===== src/rtl/uart_tx_arbiter_pkg.sv =====
// Shared definitions for the UART TX arbiter: FSM encoding, timing defaults
// and small elaboration-time helpers.
package uart_tx_arbiter_pkg;

  typedef enum logic [1:0] {
    ST_IDLE      = 2'd0,
    ST_LAUNCH    = 2'd1,
    ST_WAIT_DONE = 2'd2
  } arb_state_e;

  localparam int DEFAULT_CLKS_PER_BIT = 104;

  // One UART frame is 10 bits; 12 bit periods leaves margin before aborting.
  localparam int TIMEOUT_BITS = 12;

  function automatic int timeout_clks(input int clks_per_bit);
    return TIMEOUT_BITS * clks_per_bit;
  endfunction

  function automatic int idx_width(input int n);
    return (n > 1) ? $clog2(n) : 1;
  endfunction

endpackage


===== src/rtl/uart_tx_arbiter_rr_pick.sv =====
// Combinational round-robin selector: first set request bit searching upward
// from last+1 with wrap-around.
module uart_tx_arbiter_rr_pick
  import uart_tx_arbiter_pkg::*;
#(
  parameter  int NUM_REQ = 2,
  localparam int IDX_W   = idx_width(NUM_REQ)
) (
  input  logic [NUM_REQ-1:0] i_req,
  input  logic [IDX_W-1:0]   i_last,
  output logic [IDX_W-1:0]   o_idx,
  output logic               o_any
);

  logic [IDX_W-1:0]   cand [NUM_REQ];
  logic [NUM_REQ-1:0] hit;

  // cand[gi] is the requester examined at search position gi (0 = highest priority)
  for (genvar gi = 0; gi < NUM_REQ; gi++) begin : g_cand
    assign cand[gi] = IDX_W'((int'(i_last) + gi + 1) % NUM_REQ);
    assign hit[gi]  = i_req[cand[gi]];
  end

  always_comb begin
    o_idx = i_last;
    for (int k = NUM_REQ - 1; k >= 0; k--) begin
      if (hit[k]) begin
        o_idx = cand[k];
      end
    end
    o_any = |i_req;
  end

endmodule


===== src/rtl/uart_tx_arbiter.sv =====
// Round-robin arbiter sharing one UART transmitter between NUM_REQ byte
// sources, with a watchdog that aborts a transfer whose done pulse never comes.
module uart_tx_arbiter
  import uart_tx_arbiter_pkg::*;
#(
  parameter  int NUM_REQ      = 2,
  parameter  int CLKS_PER_BIT = DEFAULT_CLKS_PER_BIT,
  parameter  int TIMEOUT_CLKS = timeout_clks(CLKS_PER_BIT),
  localparam int IDX_W        = idx_width(NUM_REQ)
) (
  input  logic                 i_Clk,
  input  logic                 i_Rst,
  input  logic [NUM_REQ-1:0]   i_Req_Valid,
  input  logic [8*NUM_REQ-1:0] i_Req_Byte,
  output logic [NUM_REQ-1:0]   o_Req_Ready,
  output logic [IDX_W-1:0]     o_Grant_Idx,
  output logic                 o_TX_DV,
  output logic [7:0]           o_TX_Byte,
  input  logic                 i_TX_Done,
  output logic                 o_Busy,
  output logic                 o_Timeout
);

  localparam int               WD_W     = (TIMEOUT_CLKS > 2) ? $clog2(TIMEOUT_CLKS) : 1;
  localparam logic [WD_W-1:0]  WD_LAST  = WD_W'(TIMEOUT_CLKS - 1);
  localparam logic [IDX_W-1:0] LAST_RST = IDX_W'(NUM_REQ - 1);

  arb_state_e         state_q, state_d;
  logic [IDX_W-1:0]   last_q, last_d;
  logic [7:0]         byte_q, byte_d;
  logic [NUM_REQ-1:0] ready_q, ready_d;
  logic               dv_q, dv_d;
  logic               busy_q, busy_d;
  logic               timeout_q, timeout_d;
  logic [WD_W-1:0]    wd_q, wd_d;

  logic [IDX_W-1:0]   pick_idx;
  logic               pick_any;
  logic [7:0]         req_bytes [NUM_REQ];

  for (genvar gi = 0; gi < NUM_REQ; gi++) begin : g_bytes
    assign req_bytes[gi] = i_Req_Byte[8*gi +: 8];
  end

  uart_tx_arbiter_rr_pick #(
    .NUM_REQ (NUM_REQ)
  ) u_rr_pick (
    .i_req  (i_Req_Valid),
    .i_last (last_q),
    .o_idx  (pick_idx),
    .o_any  (pick_any)
  );

  // The watchdog is zero in the LAUNCH cycle and counts clocks since launch,
  // so its terminal value lands TIMEOUT_CLKS-1 cycles after o_TX_DV and the
  // registered o_Timeout pulse appears exactly TIMEOUT_CLKS cycles after it.
  always_comb begin
    state_d   = state_q;
    last_d    = last_q;
    byte_d    = byte_q;
    ready_d   = '0;
    dv_d      = 1'b0;
    busy_d    = busy_q;
    timeout_d = 1'b0;
    wd_d      = wd_q;
    case (state_q)
      ST_IDLE: begin
        if (pick_any) begin
          state_d           = ST_LAUNCH;
          last_d            = pick_idx;
          byte_d            = req_bytes[pick_idx];
          ready_d[pick_idx] = 1'b1;
          dv_d              = 1'b1;
          busy_d            = 1'b1;
          wd_d              = '0;
        end
      end
      ST_LAUNCH: begin
        state_d = ST_WAIT_DONE;
        wd_d    = wd_q + WD_W'(1);
      end
      ST_WAIT_DONE: begin
        if (i_TX_Done) begin
          state_d = ST_IDLE;
          busy_d  = 1'b0;
        end else if (wd_q == WD_LAST) begin
          state_d   = ST_IDLE;
          busy_d    = 1'b0;
          timeout_d = 1'b1;
        end else begin
          wd_d = wd_q + WD_W'(1);
        end
      end
      default: begin
        state_d = ST_IDLE;
        busy_d  = 1'b0;
      end
    endcase
  end

  always_ff @(posedge i_Clk or posedge i_Rst) begin
    if (i_Rst) begin
      state_q   <= ST_IDLE;
      last_q    <= LAST_RST;
      byte_q    <= 8'h00;
      ready_q   <= '0;
      dv_q      <= 1'b0;
      busy_q    <= 1'b0;
      timeout_q <= 1'b0;
      wd_q      <= '0;
    end else begin
      state_q   <= state_d;
      last_q    <= last_d;
      byte_q    <= byte_d;
      ready_q   <= ready_d;
      dv_q      <= dv_d;
      busy_q    <= busy_d;
      timeout_q <= timeout_d;
      wd_q      <= wd_d;
    end
  end

  assign o_Req_Ready = ready_q;
  assign o_Grant_Idx = last_q;
  assign o_TX_DV     = dv_q;
  assign o_TX_Byte   = byte_q;
  assign o_Busy      = busy_q;
  assign o_Timeout   = timeout_q;

endmodule


===== config.mk =====
export PLATFORM = sky130hd
export DESIGN_NAME = uart_tx_arbiter
export DESIGN_NICKNAME = d
export VERILOG_FILES = /design/src/rtl/uart_tx_arbiter_pkg.sv /design/src/rtl/uart_tx_arbiter_rr_pick.sv /design/src/rtl/uart_tx_arbiter.sv
export SDC_FILE = /design/constraint.sdc
export NUM_CORES = 1
export LEC_CHECK = 0
export CORE_AREA = 2 2 56 58
export DETAILED_ROUTE_END_ITERATION = 8
export DIE_AREA = 0 0 58 60
export PLACE_DENSITY = 0.91
export SKIP_LAST_GASP = 1
export SLEW_MARGIN = 15
export SYNTH_ARGS = -nofsm -noshare
export SYNTH_HDL_FRONTEND = slang
export SYNTH_SLANG_ARGS = --single-unit

===== constraint.sdc =====
create_clock -name i_Clk -period 4.9 [get_ports i_Clk]
set_input_delay 0.735 -clock i_Clk [delete_from_list [all_inputs] [get_ports i_Clk]]
set_output_delay 0.735 -clock i_Clk [all_outputs]
set_load 0.02 [all_outputs]

==> flow_metrics.env, run 1 <==
export IMPL_netlist_area_um2=1475
export IMPL_layout_setup_ws_ns=2.627
export IMPL_clock_sinks=27
export IMPL_port_buffers=34
export IMPL_min_from="o_TX_Byte[3]$_DFFE_PP0P_"
export IMPL_area_growth_pct=26.80
export IMPL_p_sw_w=0.0004094
export IMPL_post_place_ws_ns=2.393
export IMPL_cts_made_buffers=3
export IMPL_synthFlopType="dfrtp_1"
export IMPL_grt_pass1_wl_mm=5.540
export IMPL_h_tree_depth=1
export IMPL_die_area_um2=3480
export IMPL_worstPathCellList="clkdlybuf4s50_1"
export IMPL_ios=35
export IMPL_cp_top_family="buffers and inverters"
export IMPL_drive_gt1_frac=0.07910
export IMPL_synthTopCellsByArea="dfrtp_1 (44%), mux2i_1 (7.5%), ha_1 (4.2%)"
export IMPL_combPwrFrac=0.550
export IMPL_antenna_cells=0
export IMPL_syn_area_per_cell_um2=10.39
export IMPL_grt_pass1_vias=1259
export IMPL_total_leakage_power_nw=0.8028
export IMPL_dr_total_vias=1263
export IMPL_min_to="o_TX_Byte[3]$_DFFE_PP0P_"
export IMPL_min_period_ns=2.273
export IMPL_r2r_slack_ns=2.92
export IMPL_setup_violations=0
export IMPL_p_per_area_nw_per_um2=522.6
export IMPL_yosysTopAreaCellShare=0.4411
export IMPL_outcome="finished, final reports clean"
export IMPL_synth_edf_count=0
export IMPL_nFillCells=217
export IMPL_clock_latency_ns=0.34
export IMPL_rsz0062_at_grt="false"
export IMPL_drtPass1Iterations=4
export IMPL_finalWirelength_mm=3.235
export IMPL_clk_pin_slew_worst_paths_ns=0.16
export IMPL_nets=204
export IMPL_final_max_slew_viol_count=0
export IMPL_cts_hold_repair_buffers=0
export IMPL_synth_seq_area_share=0.4589
export IMPL_dp_hpwl_mm=2.456
export IMPL_fin_skew_ns=0.01843
export IMPL_fp_dieW_um=58
export IMPL_arrival_ns=1.54
export IMPL_min_path_cells=2
export IMPL_ctsLongestPathBuffers=2
export IMPL_timing_final_crit_share=0.4640
export IMPL_drv_cap=0
export IMPL_cts_tree="done"
export IMPL_via_per_inst=6.014
export IMPL_crit_buf_inv=1
export IMPL_synth_top_area_cell="dfrtp_1"
export IMPL_cp_required_ns=4.16
export IMPL_slew_headroom=0.3145
export IMPL_max_stage_delay_ns=0.61
export IMPL_drtAntennaViolNets=0
export IMPL_core_area_um2=2903
export IMPL_worstSetupStartpointType="flip-flop"
export IMPL_start_util=0.5082
export IMPL_reg2reg_to="wd_q[5]$_DFFE_PP0P_"
export IMPL_tightest_slew_ns=1.021
export IMPL_drc=0
export IMPL_rr_worst_depth=6
export IMPL_yosysMostFrequentCell="dfrtp_1"
export IMPL_hold_viol_final=0
export IMPL_drtIter0Drc=61
export IMPL_die_y_um=60
export IMPL_crit_path_max_fanout=4
export IMPL_netlist_top_cells_count="dfrtp_1 (26), nand2_1 (16), mux2i_1 (11)"
export IMPL_gp_congestion=0.8288
export IMPL_p_sw_frac=0.4188
export IMPL_peakVddDrop_mv=0.4226
export IMPL_antenna_found_initial=0
export IMPL_whs_ns=0.5045
export IMPL_critPathCaptureType="primary output"
export IMPL_worst_setup_path_type="flip-flop to primary output"
export IMPL_grt_use_total=0.2074
export IMPL_synthCells=142
export IMPL_p_seq_frac=0.348
export IMPL_ys_types=40
export IMPL_yosysWarnings=0
export IMPL_grt_max_degree=28
export IMPL_cts_resized_gates=0
export IMPL_hold_path_class="flip-flop to flip-flop"
export IMPL_num_rows=20
export IMPL_cts_root_buf="clkbuf_4"
export IMPL_clkPwrFrac=0.103
export IMPL_r2r_start="state_q[0]$_DFFE_PP0P_"
export IMPL_synth_seq_cells=27
export IMPL_overflow=0
export IMPL_crit_slowest_cell="clkdlybuf4s50_1"
export IMPL_p_int_w=0.0005682
export IMPL_post_cts_repair_setup_buffers=0
export IMPL_async_flop_share=1.000
export IMPL_finalSetupTns_ns=0
export IMPL_wl_per_cell_um=15.40
export IMPL_fmax_ghz=0.4399
export IMPL_synth_nets=168
-- sequential cells by signal, summed over array words and instances (netlist names) --
register     cells
o_TX_DV          1
o_Grant_Idx      1
o_TX_Byte        8
o_Busy           1
o_Timeout        1
o_Req_Ready      2
state_q          2
wd_q            11
-- per-layer routing --
layer / vias up / routed length [um] / part of all wire / track usage
li1: 594 / - / - / -
met4: 0 / 68 / 0.021 / 0.1096
met1: 589 / 1288 / 0.40 / 0.2541
met3: 10 / 262 / 0.081 / 0.04978
met2: 70 / 1615 / 0.50 / 0.3393
met5: - / 0 / 0 / 0
-- layout by cell type (no fill, tap or decap), types with 2 or more instances in the layout --
cell type and count:
o21ai_0 10, nand2b_1 3, o221ai_1 5, o211ai_1 2
nor3_1 6, mux2i_1 11, nand4_1 2, a221o_1 2
clkbuf_4 3, dfrtp_1 26, a32o_1 5, ha_1 5
nand3_1 3, clkinv_1 2, inv_1 9, and2_1 2
nor2_1 9, clkdlybuf4s50_1 34, nand2_1 16
-- cell families (layout without fill, tap and decap cells) --
kind of cell | count (synthesis) | in the layout | share of synthesized area
mux | 13 | 13 | 0.08991
buf+inv | 15 | 50 | 0.04410
compound gates | 36 | 36 | 0.2019
flops | 27 | 27 | 0.4589
fa+ha+maj | 5 | 5 | 0.04241
simple gates | 46 | 46 | 0.1628
-- worst max-delay path by stage --
stage,from,endpoint,slack [ns],depth (start not counted)
after floorplan,wd_q[0]$_DFFE_PP0P_,wd_q[3]$_DFFE_PP0P_,3.09,6
after global placement,i_Req_Valid[1],state_q[0]$_DFFE_PP0P_,2.49,4
after detailed placement,i_Req_Valid[1],state_q[0]$_DFFE_PP0P_,2.39,4
after CTS,o_Grant_Idx$_DFFE_PP1P_,o_Grant_Idx,2.62,1
after global routing,i_Req_Valid[0],state_q[0]$_DFFE_PP0P_,2.53,4
final,o_Grant_Idx$_DFFE_PP1P_,o_Grant_Idx,2.63,1
-- cell type report --
cell class,instances,area [um2],share of cell area
repair buffers,35,347.8,0.1860
clock inverters,1,7.507,0.004013
inverters,11,41.29,0.02207
flip-flops and latches,27,676.9,0.3619
well taps,33,41.29,0.02207
multi-input cells,100,733.2,0.3920
clock buffers,3,22.52,0.01204
-- through the flow --
step             util  cell area (um2)  power (W)  instances
3_3_place_gp   0.6341             1841  0.0008566        206
2_1_floorplan       -             1475  0.0006838        142
5_1_grt        0.6444             1871   0.001049        210
6_report       0.6444             1871  0.0009776        210
3_5_place_dp   0.6341             1841  0.0008774        206
4_1_cts        0.6444             1871  0.0009815        210
-- power by group through the flow --
| stage | clock network, W | registers, W | logic [W] |
|---|---|---|---|
| after floorplan | 0 | 0.000400 | 0.000284 |
| after global placement | 0 | 0.000341 | 0.000515 |
| after detailed placement | 0 | 0.000344 | 0.000534 |
| after CTS | 0.000104 | 0.000341 | 0.000537 |
| after global routing | 0.000113 | 0.000348 | 0.000588 |
| final | 0.000100 | 0.000340 | 0.000537 |
No activity file was read; power rests on OpenSTA's default activity.
==> inputs of run 2 (changes only) <==
--- a/config.mk
+++ b/config.mk
@@ -5,10 +5,10 @@
 export SDC_FILE = /design/constraint.sdc
 export NUM_CORES = 1
 export LEC_CHECK = 0
-export CORE_AREA = 2 2 56 58
+export CORE_AREA = 2 2 58 60
 export DETAILED_ROUTE_END_ITERATION = 8
-export DIE_AREA = 0 0 58 60
-export PLACE_DENSITY = 0.91
+export DIE_AREA = 0 0 60 62
+export PLACE_DENSITY = 0.86
 export SKIP_LAST_GASP = 1
 export SLEW_MARGIN = 15
 export SYNTH_ARGS = -nofsm -noshare
==> constraint.sdc (replaced) <==
create_clock -name i_Clk -period 2.3 [get_ports i_Clk]
set_input_delay 0.345 -clock i_Clk [delete_from_list [all_inputs] [get_ports i_Clk]]
set_output_delay 0.345 -clock i_Clk [all_outputs]
set_load 0.02 [all_outputs]
==> run 2 against run 1 <==
Compared with the run above:
- clock skew decreased by 0.0072 ns
- design area increased by 1.9%
- global-route usage decreased by 0.45 points
- final cell count increased by 7.6%
- sequential share of layout area decreased by 0.67 points
- sequential cell count unchanged
- critical endpoint is now wd_q[9]$_DFFE_PP0P_
==> flow_metrics.env, run 2 (synthesis results as in run 1) <==
export IMPL_slew_headroom=0.6301
export IMPL_final_common_cell="clkdlybuf4s50_1"
export IMPL_arrival_ns=2.19
export IMPL_antenna_found_initial=0
export IMPL_p_per_area_nw_per_um2=1117
export IMPL_clock_latency_ns=0.34
export IMPL_setup_violations=0
export IMPL_core_area_um2=3179
export IMPL_peakVddDrop_mv=0.7454
export IMPL_fmax_ghz=0.5129
export IMPL_largest_reg_flops=11
export IMPL_cts_tree="done"
export IMPL_layout_setup_ws_ns=0.3502
export IMPL_ctsLongestPathBuffers=2
export IMPL_drc=0
export IMPL_clk_pin_slew_worst_paths_ns=0.15
export IMPL_via_per_inst=5.633
export IMPL_die_y_um=62
export IMPL_drv_cap=0
export IMPL_hold_viol_final=0
export IMPL_finalSetupTns_ns=0
export IMPL_top_register="wd_q"
export IMPL_clock_sinks=27
export IMPL_r2r_start="state_q[0]$_DFFE_PP0P_"
export IMPL_overflow=0
export IMPL_dp_hpwl_mm=2.559
export IMPL_total_leakage_power_nw=0.8219
export IMPL_drtIter0Drc=51
export IMPL_cts_root_buf="clkbuf_4"
export IMPL_start_util=0.4640
export IMPL_ios=35
export IMPL_tightest_slew_ns=0.5529
export IMPL_final_max_slew_viol_count=0
export IMPL_whs_ns=0.3490
export IMPL_drtAntennaViolNets=0
export IMPL_dr_total_vias=1273
export IMPL_cp_startpoint="state_q[0]$_DFFE_PP0P_"
export IMPL_rsz0062_at_grt="false"
export IMPL_cts_made_buffers=3
export IMPL_hold_path_class="input port to async pin"
export IMPL_h_tree_depth=1
export IMPL_final_cell_mix="clkdlybuf4s50_1 (34), dfrtp_1 (26), nand2_1 (16), mux2i_1 (11)"
export IMPL_grt_use_total=0.2029
export IMPL_fin_skew_ns=0.01127
export IMPL_post_place_ws_ns=0.3253
export IMPL_nFillCells=264
export IMPL_timing_final_crit_share=0.8478
export IMPL_finalWirelength_mm=3.354
export IMPL_r2r_slack_ns=0.35
export IMPL_nets=207
export IMPL_worstSetupStartpointType="flip-flop"
export IMPL_outcome="finished, final reports clean"
export IMPL_min_period_ns=1.950
export IMPL_post_cts_repair_setup_buffers=0
export IMPL_area_growth_pct=29.18
export IMPL_grt_max_degree=28
export IMPL_drtPass1Iterations=4
export IMPL_grt_pass1_wl_mm=5.637
export IMPL_gp_congestion=0.8570
export IMPL_cts_resized_gates=0
export IMPL_drive_gt1_frac=0.08889
export IMPL_cts_hold_repair_buffers=0
export IMPL_wl_per_cell_um=14.84
export IMPL_report_power_total_w=0.002128
export IMPL_port_buffers=34
export IMPL_cp_required_ns=2.54
export IMPL_worst_setup_path_type="flip-flop to flip-flop"
export IMPL_critPathCaptureType="flip-flop"
export IMPL_die_area_um2=3720
export IMPL_crit_path_max_fanout=8
export IMPL_fp_dieW_um=60
export IMPL_antenna_cells=0
export IMPL_grt_pass1_vias=1303
export IMPL_num_rows=21
[run 2: where the power goes]
part / internal (W) / switching (W) / leakage (nW) / total [W]
registers: 0.000627 / 0.0000997 / 0.350 / 0.000727
logic: 0.000544 / 0.000647 / 0.457 / 0.00119
clock network: 0.0000682 / 0.000143 / 0.0150 / 0.000211
[run 2: per-layer routing]
layer / share of wire / track usage / up-vias
li1: - / - / 595
met1: 0.40 / 0.2301 / 617
met2: 0.50 / 0.3587 / 54
met3: 0.078 / 0.05383 / 7
met4: 0.018 / 0.09206 / 0
met5: 0 / 0 / -
[run 2: critical path: stages, from the launching register on]
cell,delay [ns]
dfrtp_1,0.43
inv_1,0.09
ha_1,0.23
nor3b_1,0.18
nor2_1,0.44
o221ai_1,0.24
a32o_1,0.24
[run 2: path summary, 6_finish.rpt]
check	endpoint	cells past startpoint
min in group i_Clk	o_TX_Byte[3]$_DFFE_PP0P_	2
max in group asynchronous	o_Grant_Idx$_DFFE_PP1P_	3
hold / removal	o_TX_DV$_DFF_PP0_	3
setup reg to reg	wd_q[9]$_DFFE_PP0P_	6
setup / recovery	wd_q[9]$_DFFE_PP0P_	6
hold reg to reg	o_TX_Byte[3]$_DFFE_PP0P_	2
[run 2: metrics by stage]
stage               instance area, um2  utilization  instances
global route                      1906       0.5994        226
detailed placement                1879       0.5911        222
finish                            1906       0.5994        226
global placement                  1879       0.5911        222
floorplan                         1475            -        142
CTS                               1906       0.5994        226
[run 2: layout make-up]
class / count / area [um2] / area share
Multi-Input combinational cell: 100 / 733.2 / 0.3848
Clock buffer: 4 / 26.28 / 0.01379
Timing Repair Buffer: 38 / 370.4 / 0.1944
Sequential cell: 27 / 676.9 / 0.3552
Tap cell: 46 / 57.56 / 0.03020
Inverter: 11 / 41.29 / 0.02167
==> inputs of run 3 (changes only) <==
==> constraint.sdc (replaced) <==
create_clock -name i_Clk -period 1.8 [get_ports i_Clk]
set_input_delay 0.27 -clock i_Clk [delete_from_list [all_inputs] [get_ports i_Clk]]
set_output_delay 0.27 -clock i_Clk [all_outputs]
set_load 0.02 [all_outputs]
==> run 3 against run 2 <==
Compared with the run above:
- critical endpoint is now wd_q[3]$_DFFE_PP0P_
- sequential cell count stayed put
- sequential power rose by 25%
- count of clock-buffer cells in the layout down 1
- design area up 4.3%
- clock power is 36% higher
- total power grew 36%
- fmax up 9.3%
- combinational power is 42% higher
- first-iteration DRC count increased by 31%
- critical path depth shrank 1
- global-route usage down 0.84 points
==> flow_metrics.env, run 3 (synthesis results as in run 1) <==
export IMPL_drtAntennaViolNets=0
export IMPL_tightest_slew_ns=0.4249
export IMPL_slew_headroom=0.7158
export IMPL_rr_worst_depth=5
export IMPL_p_int_w=0.001703
export IMPL_worst_setup_path_type="flip-flop to flip-flop"
export IMPL_largest_reg_flops=11
export IMPL_worstPathCellList="ha_2, and4_4, a31o_4, a221o_1, a32o_1"
export IMPL_crit_path_max_fanout=6
export IMPL_dr_total_vias=1304
export IMPL_top_register="wd_q"
export IMPL_fmax_ghz=0.5607
export IMPL_ctsLongestPathBuffers=2
export IMPL_dp_hpwl_mm=2.581
export IMPL_clock_sinks=27
export IMPL_crit_end="wd_q[3]$_DFFE_PP0P_"
export IMPL_finalWirelength_mm=3.464
export IMPL_antenna_found_initial=0
export IMPL_r2r_slack_ns=0.02
export IMPL_crit_slowest_cell="dfrtp_1"
export IMPL_clock_latency_ns=0.34
export IMPL_p_per_area_nw_per_um2=1454
export IMPL_grt_max_degree=28
export IMPL_cts_made_buffers=3
export IMPL_cts_tree="done"
export IMPL_hold_viol_final=0
export IMPL_min_period_ns=1.784
export IMPL_clkPwrFrac=0.099
export IMPL_grt_use_total=0.1945
export IMPL_r2r_start="wd_q[0]$_DFFE_PP0P_"
export IMPL_hold_path_class="input port to async pin"
export IMPL_critPathCaptureType="flip-flop"
export IMPL_die_y_um=62
export IMPL_timing_final_crit_share=0.9909
export IMPL_drc=0
export IMPL_combPwrFrac=0.586
export IMPL_overflow=0
export IMPL_core_area_um2=3179
export IMPL_drv_cap=0
export IMPL_start_util=0.4640
export IMPL_arrival_ns=2.03
export IMPL_cts_root_buf="clkbuf_4"
export IMPL_ios=35
export IMPL_peakVddDrop_mv=0.8949
export IMPL_grt_pass1_wl_mm=5.430
export IMPL_cp_required_ns=2.04
export IMPL_final_cell_mix="clkdlybuf4s50_1 (33), dfrtp_1 (26), nand2_1 (16), buf_4 (13), mux2i_1 (11)"
export IMPL_cp_top_family="compound AO/OA/AOI/OAI gates"
export IMPL_drtPass1Iterations=4
export IMPL_worstSetupStartpointType="flip-flop"
export IMPL_drtIter0Drc=67
export IMPL_whs_ns=0.2581
export IMPL_outcome="finished, final reports clean"
export IMPL_reg2reg_to="wd_q[3]$_DFFE_PP0P_"
export IMPL_max_stage_delay_ns=0.44
export IMPL_gp_congestion=0.8748
export IMPL_post_place_ws_ns=-0.01326
export IMPL_nets=216
export IMPL_p_seq_frac=0.316
export IMPL_fin_skew_ns=0.009697
export IMPL_layout_setup_ws_ns=0.01641
export IMPL_area_growth_pct=34.78
export IMPL_final_max_slew_viol_count=0
export IMPL_setup_violations=0
export IMPL_nFillCells=241
export IMPL_grt_pass1_vias=1288
export IMPL_p_sw_w=0.001188
export IMPL_finalSetupTns_ns=0
export IMPL_num_rows=21
export IMPL_h_tree_depth=1
export IMPL_cp_startpoint="wd_q[0]$_DFFE_PP0P_"
export IMPL_die_area_um2=3720
export IMPL_clk_pin_slew_worst_paths_ns=0.16
export IMPL_fp_dieW_um=60
export IMPL_final_common_cell="clkdlybuf4s50_1"
export IMPL_wl_per_cell_um=14.74
export IMPL_crit_buf_inv=0
export IMPL_total_leakage_power_nw=0.8671
export IMPL_antenna_cells=0
export IMPL_report_power_total_w=0.002891
export IMPL_p_sw_frac=0.4108
export IMPL_port_buffers=34
export IMPL_via_per_inst=5.549
export IMPL_crit_cells=5
export IMPL_drive_gt1_frac=0.1534
export IMPL_cts_hold_repair_buffers=0
run 3: repair_timing:
item	in CTS	in global routing
resized for setup	1	3
setup endpoints to repair	1	12
gates cloned	0	0
pin swaps	0	2
buffers inserted	0	2
run 3: worst min path at each step:
stage	start	endpoint	slack, ns	cells after the start
after floorplan	i_Rst	o_Busy$_DFFE_PP0P_	0.32	1
after global placement	o_TX_Byte[2]$_DFFE_PP0P_	o_TX_Byte[2]$_DFFE_PP0P_	0.46	2
after detailed placement	o_TX_Byte[5]$_DFFE_PP0P_	o_TX_Byte[5]$_DFFE_PP0P_	0.48	2
after CTS	i_Rst	wd_q[3]$_DFFE_PP0P_	0.27	3
after global routing	i_Rst	wd_q[10]$_DFFE_PP0P_	0.30	3
final	i_Rst	o_TX_Byte[1]$_DFFE_PP0P_	0.26	3
run 3: through the flow:
stage / instance area [um2] / instances / utilization
after global placement: 1934 / 229 / 0.6084
final: 1988 / 235 / 0.6253
after CTS: 1963 / 233 / 0.6175
after global routing: 1988 / 235 / 0.6253
after detailed placement: 1934 / 229 / 0.6084
after floorplan: 1478 / 142 / -
run 3: final cells by class:
| cell class | count | area, um2 | share of cell area |
|---|---|---|---|
| sequential | 27 | 676.9 | 0.3405 |
| clock buffer | 3 | 22.52 | 0.01133 |
| clock inverter | 1 | 7.507 | 0.003776 |
| tap | 46 | 57.56 | 0.02895 |
| multi-input combinational | 100 | 745.7 | 0.3751 |
| timing repair buffer | 47 | 436.7 | 0.2196 |
| inverter | 11 | 41.29 | 0.02077 |
run 3: power groups by stage:
stage | Sequential (W) | Combinational, W | Clock, W
6_report | 0.000912 | 0.00169 | 0.000286
5_1_grt | 0.000936 | 0.00182 | 0.000310
4_1_cts | 0.000915 | 0.00164 | 0.000293
3_5_place_dp | 0.000924 | 0.00164 | 0
3_3_place_gp | 0.000913 | 0.00158 | 0
2_1_floorplan | 0.00109 | 0.000774 | 0
run 3: metal layers:
layer,routed length (um),track usage,up-vias,share of wire
met3,301,0.05590,9,0.087
met4,88,0.1016,0,0.025
met1,1352,0.2167,613,0.39
li1,-,-,619,-
met5,0,0,-,0
met2,1721,0.3385,63,0.50
run 3: worst register-to-register path, cell delays in order (launching register included):
cell and delay, ns:
dfrtp_1 0.44, ha_2 0.20, and4_4 0.22, a31o_4 0.25
a221o_1 0.38, a32o_1 0.21
